--- src/rtl/alu_wb_pkg.sv ---
// Shared types for the ALU writeback stage: condition codes, the flags word,
// and the condition evaluation used by commit and bypass logic.
package alu_wb_pkg;

  typedef enum logic [2:0] {
    COND_AL = 3'd0,
    COND_EQ = 3'd1,
    COND_NE = 3'd2,
    COND_CS = 3'd3,
    COND_CC = 3'd4,
    COND_MI = 3'd5,
    COND_PL = 3'd6,
    COND_VS = 3'd7
  } cond_e;

  typedef struct packed {
    logic n;
    logic z;
    logic c;
    logic v;
  } flags_t;

  function automatic logic cond_pass(cond_e cond, flags_t f);
    cond_pass = 1'b1;
    case (cond)
      COND_EQ: cond_pass = f.z;
      COND_NE: cond_pass = !f.z;
      COND_CS: cond_pass = f.c;
      COND_CC: cond_pass = !f.c;
      COND_MI: cond_pass = f.n;
      COND_PL: cond_pass = !f.n;
      COND_VS: cond_pass = f.v;
      default: cond_pass = 1'b1;
    endcase
  endfunction

endpackage

--- src/rtl/alu_writeback_regfile_2r1w.sv ---
// Two-read, one-write register file with R0 hardwired to zero.
// Reads are combinational; the write lands at the rising edge.
module regfile_2r1w #(
  parameter int WIDTH = 3,
  parameter int REGS  = 8
) (
  input  logic                     clk,
  input  logic                     rst_n,
  input  logic                     we,
  input  logic [$clog2(REGS)-1:0]  wa,
  input  logic [WIDTH-1:0]         wd,
  input  logic [$clog2(REGS)-1:0]  ra1,
  input  logic [$clog2(REGS)-1:0]  ra2,
  output logic [WIDTH-1:0]         rd1,
  output logic [WIDTH-1:0]         rd2
);

  logic [WIDTH-1:0] mem_q [REGS];
  logic [WIDTH-1:0] mem_d [REGS];

  always_comb begin
    mem_d = mem_q;
    if (we && wa != '0) mem_d[wa] = wd;
  end

  // NOTE: the array is small enough to clear in reset; a large RAM would
  // not get a reset and would rely on software to initialise it instead.
  always_ff @(posedge clk or negedge rst_n) begin
    if (!rst_n) begin
      for (int i = 0; i < REGS; i++) mem_q[i] <= '0;
    end else begin
      mem_q <= mem_d;
    end
  end

  assign rd1 = (ra1 == '0) ? '0 : mem_q[ra1];
  assign rd2 = (ra2 == '0) ? '0 : mem_q[ra2];

endmodule

--- src/rtl/alu_writeback.sv ---
// Writeback stage behind the ALU: one pending entry, conditional commit to
// the register file and flags, and bypassed reads plus carry feedback.
module alu_writeback
  import alu_wb_pkg::*;
#(
  parameter int WIDTH = 3,
  parameter int REGS  = 8
) (
  input  logic                     clk,
  input  logic                     rst_n,
  input  logic                     in_valid,
  output logic                     in_ready,
  input  logic [WIDTH-1:0]         result,
  input  logic                     n,
  input  logic                     z,
  input  logic                     c,
  input  logic                     v,
  input  logic [$clog2(REGS)-1:0]  rd,
  input  logic                     we_reg,
  input  logic                     we_flags,
  input  logic [2:0]               cond,
  input  logic                     hold,
  input  logic [$clog2(REGS)-1:0]  ra1,
  input  logic [$clog2(REGS)-1:0]  ra2,
  output logic [WIDTH-1:0]         rd1,
  output logic [WIDTH-1:0]         rd2,
  output logic [3:0]               flags,
  output logic                     carry_out,
  output logic                     commit,
  output logic                     skipped
);

  localparam int AW = $clog2(REGS);

  typedef struct packed {
    logic             valid;
    logic [WIDTH-1:0] result;
    flags_t           fl;
    logic [AW-1:0]    rd;
    logic             we_reg;
    logic             we_flags;
    cond_e            cond;
  } pend_t;

  pend_t  pend_q, pend_d;
  flags_t flags_q, flags_d;

  logic             retiring;
  logic             pass;
  logic             rf_we;
  logic [WIDTH-1:0] rf_rd1, rf_rd2;

  assign in_ready = !hold;
  assign retiring = pend_q.valid && !hold;
  assign pass     = cond_pass(pend_q.cond, flags_q);
  assign rf_we    = retiring && pass && pend_q.we_reg;

  // NOTE: every always_comb output gets a default on its first line, so no
  // path leaves it unassigned and no latch is inferred.
  always_comb begin
    pend_d = pend_q;
    if (!hold) begin
      pend_d.valid = 1'b0;
      if (in_valid) begin
        pend_d.valid    = 1'b1;
        pend_d.result   = result;
        pend_d.fl       = '{n: n, z: z, c: c, v: v};
        pend_d.rd       = rd;
        pend_d.we_reg   = we_reg;
        pend_d.we_flags = we_flags;
        pend_d.cond     = cond_e'(cond);
      end
    end
  end

  always_comb begin
    flags_d = flags_q;
    if (retiring && pass && pend_q.we_flags) flags_d = pend_q.fl;
  end

  // NOTE: state flops use non-blocking assignments so every flop samples
  // the pre-edge value of the others, independent of statement order.
  always_ff @(posedge clk or negedge rst_n) begin
    if (!rst_n) begin
      pend_q  <= '0;
      flags_q <= '0;
    end else begin
      pend_q  <= pend_d;
      flags_q <= flags_d;
    end
  end

  regfile_2r1w #(.WIDTH(WIDTH), .REGS(REGS)) u_regfile (
    .clk   (clk),
    .rst_n (rst_n),
    .we    (rf_we),
    .wa    (pend_q.rd),
    .wd    (pend_q.result),
    .ra1   (ra1),
    .ra2   (ra2),
    .rd1   (rf_rd1),
    .rd2   (rf_rd2)
  );

  // The bypass ignores hold: a frozen entry that will commit is already
  // the newest value of its register.
  always_comb begin
    rd1 = rf_rd1;
    rd2 = rf_rd2;
    if (ra1 == '0) rd1 = '0;
    else if (pend_q.valid && pass && pend_q.we_reg && pend_q.rd == ra1) rd1 = pend_q.result;
    if (ra2 == '0) rd2 = '0;
    else if (pend_q.valid && pass && pend_q.we_reg && pend_q.rd == ra2) rd2 = pend_q.result;
  end

  assign carry_out = (pend_q.valid && pass && pend_q.we_flags) ? pend_q.fl.c : flags_q.c;
  assign flags     = flags_q;
  assign commit    = retiring && pass && (pend_q.we_reg || pend_q.we_flags);
  assign skipped   = retiring && !pass;

endmodule
--- config.mk ---
export PLATFORM = sky130hd
export DESIGN_NAME = alu_writeback
export DESIGN_NICKNAME = d
export VERILOG_FILES = /design/src/rtl/alu_wb_pkg.sv /design/src/rtl/alu_writeback_regfile_2r1w.sv /design/src/rtl/alu_writeback.sv
export SDC_FILE = /design/constraint.sdc
export NUM_CORES = 1
export LEC_CHECK = 0
export BUFFER_PORTS_ARGS = -buffer_cell sky130_fd_sc_hd__buf_2
export CORE_AREA = 3 3 69 71
export DETAILED_ROUTE_END_ITERATION = 8
export DIE_AREA = 0 0 72 74
export GPL_TIMING_DRIVEN = 1
export PLACE_DENSITY = 0.77
export SYNTH_ARGS = -nofsm -noshare
export SYNTH_HDL_FRONTEND = slang
export SYNTH_SLANG_ARGS = --single-unit
--- constraint.sdc ---
create_clock -name clk -period 4.5 [get_ports clk]
set_input_delay 0.225 -clock clk [delete_from_list [all_inputs] [get_ports clk]]
set_output_delay 0.225 -clock clk [all_outputs]
set_load 0.02 [all_outputs]
* After elaboration in Yosys (flattened, before gate mapping)
Index checks and enable logic that the tools add are counted.
** Storage, ports and cells
- Register bits after elaboration :: 44
- Output and inout port bits :: 14
- Logic and storage cells :: 78
** Operators by class
- Magnitude comparators :: 4
- Equal/unequal tests :: 9
- Muxes and demuxes :: 16
- Bitwise gates (word level) :: 4
- Reductions and logical operators :: 23
** Operators by type and width (number)
- 3-bit 2-to-1 mux :: 9
- 24-bit bitwise mux :: 1
- 3-bit binary-select mux with 3-bit select :: 2
- 16-bit 2-to-1 mux :: 1
- 1-bit logical AND :: 13
- 3-bit equality test, second input constant :: 4
- 4-bit greater-or-equal comparator, second input constant :: 3
- 3-bit inverter with 4-bit output :: 3
- 3-bit demux with 3-bit select :: 1
- 1-bit one-hot mux with 7 select lines :: 1
- 3-bit by 2-bit equality test with 1-bit output, second input constant :: 2
- 3-bit equality test :: 2
- 3-bit zero test :: 2
- 1-bit zero test :: 5
- 4-bit by 1-bit < comparator with 1-bit output, second input constant :: 1
- 3-bit by 1-bit equality test with 1-bit output, second input constant :: 1
- 3-bit nonzero test :: 1
- 2-bit AND reduction :: 1
- 1-bit logical OR :: 1
- 1-bit 2-to-1 mux :: 1
- 1-bit inverter :: 1

* Depth between registers and ports, before layout
- Depth after elaboration :: 7
- Depth in mapped cells :: 6

* Modules after synthesis
A second synthesis with hierarchy kept.
** Unflattened totals
- Cells, all modules :: 194
- Area, all modules :: 2428.6 sq um
** Modules (own cells, without submodules)
- regfile_2r1w :: times used 1, cells an instance 94, area an instance 1244.9 sq um, seq. area each 525.5 sq um
- alu_writeback :: times used 1, cells an instance 100, area an instance 1183.6 sq um, seq. area each 500.5 sq um

* Least setup slack after synthesis
Ideal clock, no wire load.
- Path type :: reg-to-output
- From :: register flags_q (netlist bit flags[1])
- To :: output port rd1[0]
- Arrival :: 1.901 ns
- Required time :: 4.275 ns
- Path slack :: 2.374 ns
- Stages on the path, launching flop included :: 7
- Path buffers :: 1
- Path through :: dfrtp_1 -> nor2b_1 -> a211o_1 -> a31oi_4 -> buf_6 -> nand4_1 -> mux2i_1
** On the way
- Cells in the longest elaborated chain, start to end :: 7
** RTL lines
- from (decl) :: line alu_writeback.sv:46 : flags_t flags_q, flags_d;
- from (signal assigned) :: line alu_writeback.sv:89 : flags_q <= flags_d;
- 1-bit zero test :: line alu_wb_pkg.sv:29 : COND_CC: cond_pass = !f.c;
- 1-bit one-hot mux with 7 select lines (*) :: line alu_wb_pkg.sv:25 : case (cond)
- 1-bit logical AND (*) (3 in a row) :: line alu_writeback.sv:111 : else if (pend_q.valid && pass && pend_q.we_reg && pend_q.rd == ra1) rd1 = pend_q.result;
- 3-bit 2-to-1 mux (*) :: line alu_writeback.sv:111
- 3-bit 2-to-1 mux (*) :: line alu_writeback.sv:110 : if (ra1 == '0) rd1 = '0;
- to (decl) :: line alu_writeback.sv:25 : output logic [WIDTH-1:0] rd1,
Mark *: on every way between the ends. The rest lies on a longest branch, timed or not.

* Worst setup path in the final report
- From :: register flags_q (netlist bit flags[1])
- To :: output port rd2[0]
** On the way
- Cells in the longest elaborated chain, start to end :: 7
** RTL lines
- 1-bit zero test :: line alu_wb_pkg.sv:29
- 1-bit one-hot mux with 7 select lines (*) :: line alu_wb_pkg.sv:25
- 1-bit logical AND (*) (3 in a row) :: line alu_writeback.sv:113 : else if (pend_q.valid && pass && pend_q.we_reg && pend_q.rd == ra2) rd2 = pend_q.result;
- 3-bit 2-to-1 mux (*) :: line alu_writeback.sv:113
- 3-bit 2-to-1 mux (*) :: line alu_writeback.sv:112 : if (ra2 == '0) rd2 = '0;
- to (decl) :: line alu_writeback.sv:26 : output logic [WIDTH-1:0] rd2,
Marked as above.

==> reports/results.txt <==
Worst Path Max Fanout: 13
Final Critical Period: 2600 ps
# rows: 24
Die width: 72 um
First-pass GRT wire length: 7860 um
Hold Path Class: in2async
IR drop worst, VDD: 357 uV
Hold WS: 56.8 ps
Io pins: 39
Layout cells sized above 1: 45.7%
WL final: 4670 um
Reg power frac: 45.9%
Clock power share: 23.8%
Power Density: 477 nW/um2
Post CTS Setup Buffer Count: 0
Final Max Slew Viols: 0
Synth Instances: 177
Clk root buf: clkbuf_8
Crit path kind: reg2out
Fillers: 355
WP data arrival: 2380 ps
Antenna Violating Nets Remaining: 0
CP required: 4280 ps
CTS buffer count: 5
Vias post-DR: 1513
Max_cap viols: 0
Total clock sinks: 41
Global route total overflow: 0
Hold-fix buffers, CTS: 0
Reg clk slew, reported paths: 80 ps
Design Power: 0.00125 W
Crit. End Element: output pin
Max Freq: 0.384 GHz
Hold Vio Cnt, Final: 0
Leak: 1.29 nW
Area leader, netlist: dfrtp_1
Largest net degree at the start of global routing: 42
Post-synthesis sequential area ratio: 44.5%
Synth unique cells: 39
CTS tree: built
Worst slew pin tran: 912 ps
Tcrit/Tclk final: 57.8%
Die Height: 74 um
Final Util: 60.9%
Area grow syn2layout: 13.5%
Most frequent cells in the layout: dfrtp_1 (41), buf_2 (38), mux2_2 (33)
Outcome: completed
Gpl congestion: 0.831
DP Area: 2500 um2
Clock Skew: 8.25 ps
Setup TNS: 0 ps
Rel. slew slack: 39.2%
Syn nets: 202
DR WL/cell: 17.8 um
Final Setup Violations: 0
Die area: 5330 um2
Syn avg cell area: 13.0 um2
Internal power: 0.000832 W
Total GRT Usage: 19.6%
Fin area: 2620 um2
RSZ-0062 raised after global routing: no
Area contributors post-synth: dfrtp_1 (45%), mux2_2 (16%), mux4_2 (5.9%)
Clk Latency, worst-skew pair: 290 ps
N_diodes: 0
IO buf count: 38
Gate power share: 30.3%
Setup crit start kind: register
Number of global-route vias before repair: 1523
DRT Pass-1 Iters: 4
Initial Util: 53.7%
Via density per instance: 5.77
Net switching fraction of the power: 33.3%
Core area: 4290 um2
1st-iter DRT viols: 66
Top cell type's share of synthesized area: 44.5%
DRC: 0
Most common cell after layout, fill and taps aside: dfrtp_1
# resized after CTS: 0
#FFs+latches synth: 41
Syn Std Cell Area: 2300 um2
Ys Warns: 0
H-Tree Depth: 2
Initial antenna violation count: 0
Psw: 0.000415 W
Clk buf depth: 2
Fin nets: 234
Dpl hpwl: 3460 um
-- power by group through the flow --
stage	combinational (W)	clock, W	sequential, W
floorplan	0.000298	0	0.000551
global placement	0.000372	0	0.000573
detailed placement	0.000381	0	0.000580
CTS	0.000382	0.000305	0.000572
global route	0.000412	0.000318	0.000590
finish	0.000378	0.000297	0.000572
-- worst max-delay path, cell delays in order, from the launching register on --
cell and delay [ps]:
dfrtp_1 420, nor2b_1 140, a211o_1 300, a31oi_4 480
nand4_1 320, mux2i_1 230, buf_2 190
-- metrics by stage --
| step | cells | setup slack (ps) |
|---|---|---|
| finish | 262 | 1900 |
| global route | 262 | 1740 |
| CTS | 262 | 1860 |
| detailed placement | 254 | 2190 |
| global placement | 254 | 2300 |
| floorplan | 177 | 2370 |
-- layout make-up --
cell class | count | area [um2] | share of cell area [%]
Inverter | 3 | 11.3 | 0.430
Clock buffer | 5 | 68.8 | 2.63
Sequential cell | 41 | 1030 | 39.2
Multi-Input combinational cell | 119 | 1200 | 45.9
Clock inverter | 3 | 46.3 | 1.77
Tap cell | 52 | 65.1 | 2.49
Timing Repair Buffer | 39 | 198 | 7.56
-- sequential cells by signal (all words and copies together) (netlist names) --
| name | flops |
|---|---|
| flags | 4 |
| u_regfile.mem_q | 21 |
| pend_q | 16 |
-- cells in the mapped netlist --
master and n:
dfrtp_1 41, mux2_2 33, mux2i_1 10, mux2_1 8
nand2_1 8, clkbuf_1 7, a21oi_1 6, mux4_2 6
xnor2_1 6, a211oi_1 3, a221o_1 3, and3_1 3
buf_1 3, inv_1 3, mux2_4 3, nor2_1 3
nor2b_1 3, o21ai_0 3, buf_2 2, nand4_1 2
nand4_4 2, or3_1 2, a211o_1 1, a21o_1 1
a311oi_1 1, a31oi_4 1, and2b_1 1, and4b_2 1
buf_4 1, buf_6 1, nand3_1 1, nand4_2 1
nand4b_1 1, nand4b_2 1, nand4b_4 1, nor3b_1 1
o211a_1 1, o211ai_1 1, or2b_1 1
-- routing by layer --
metal	routed length (um)	up-vias	share of wire, %	global-route usage [%]
li1	-	725	-	-
met3	244	4	5.2	5.14
met2	2110	44	45	28.9
met1	2270	740	49	27.9
met5	0	-	0	0
met4	46	0	0.99	7.52
-- kinds of logic after synthesis --
logic type	Yosys count	synth area share (%)
buffers and inverters	17	3.37
muxes	60	32.2
xor gates and xnor gates	6	2.28
and+or+nand+nor	32	10.6
AOI/OAI and AO/OA	21	7.00
DFF	41	44.5
-- worst paths after layout --
check,from,to,slack [ps],depth (start not counted)
worst max-delay path,flags[1]$_DFFE_PN0P_,rd2[0],1900,6
worst min-delay path,rst_n,u_regfile.mem_q[14]$_DFFE_PN0P_,60,1
worst max register to register,flags[1]$_DFFE_PN0P_,flags[1]$_DFFE_PN0P_,2320,5
worst min register to register,pend_q[11]$_DFFE_PN0P_,flags[3]$_DFFE_PN0P_,500,1
max in group asynchronous,rst_n,u_regfile.mem_q[15]$_DFFE_PN0P_,3870,1
min in group clk,result[0],pend_q[12]$_DFFE_PN0P_,160,2
Power figures use the tool's default switching activity.
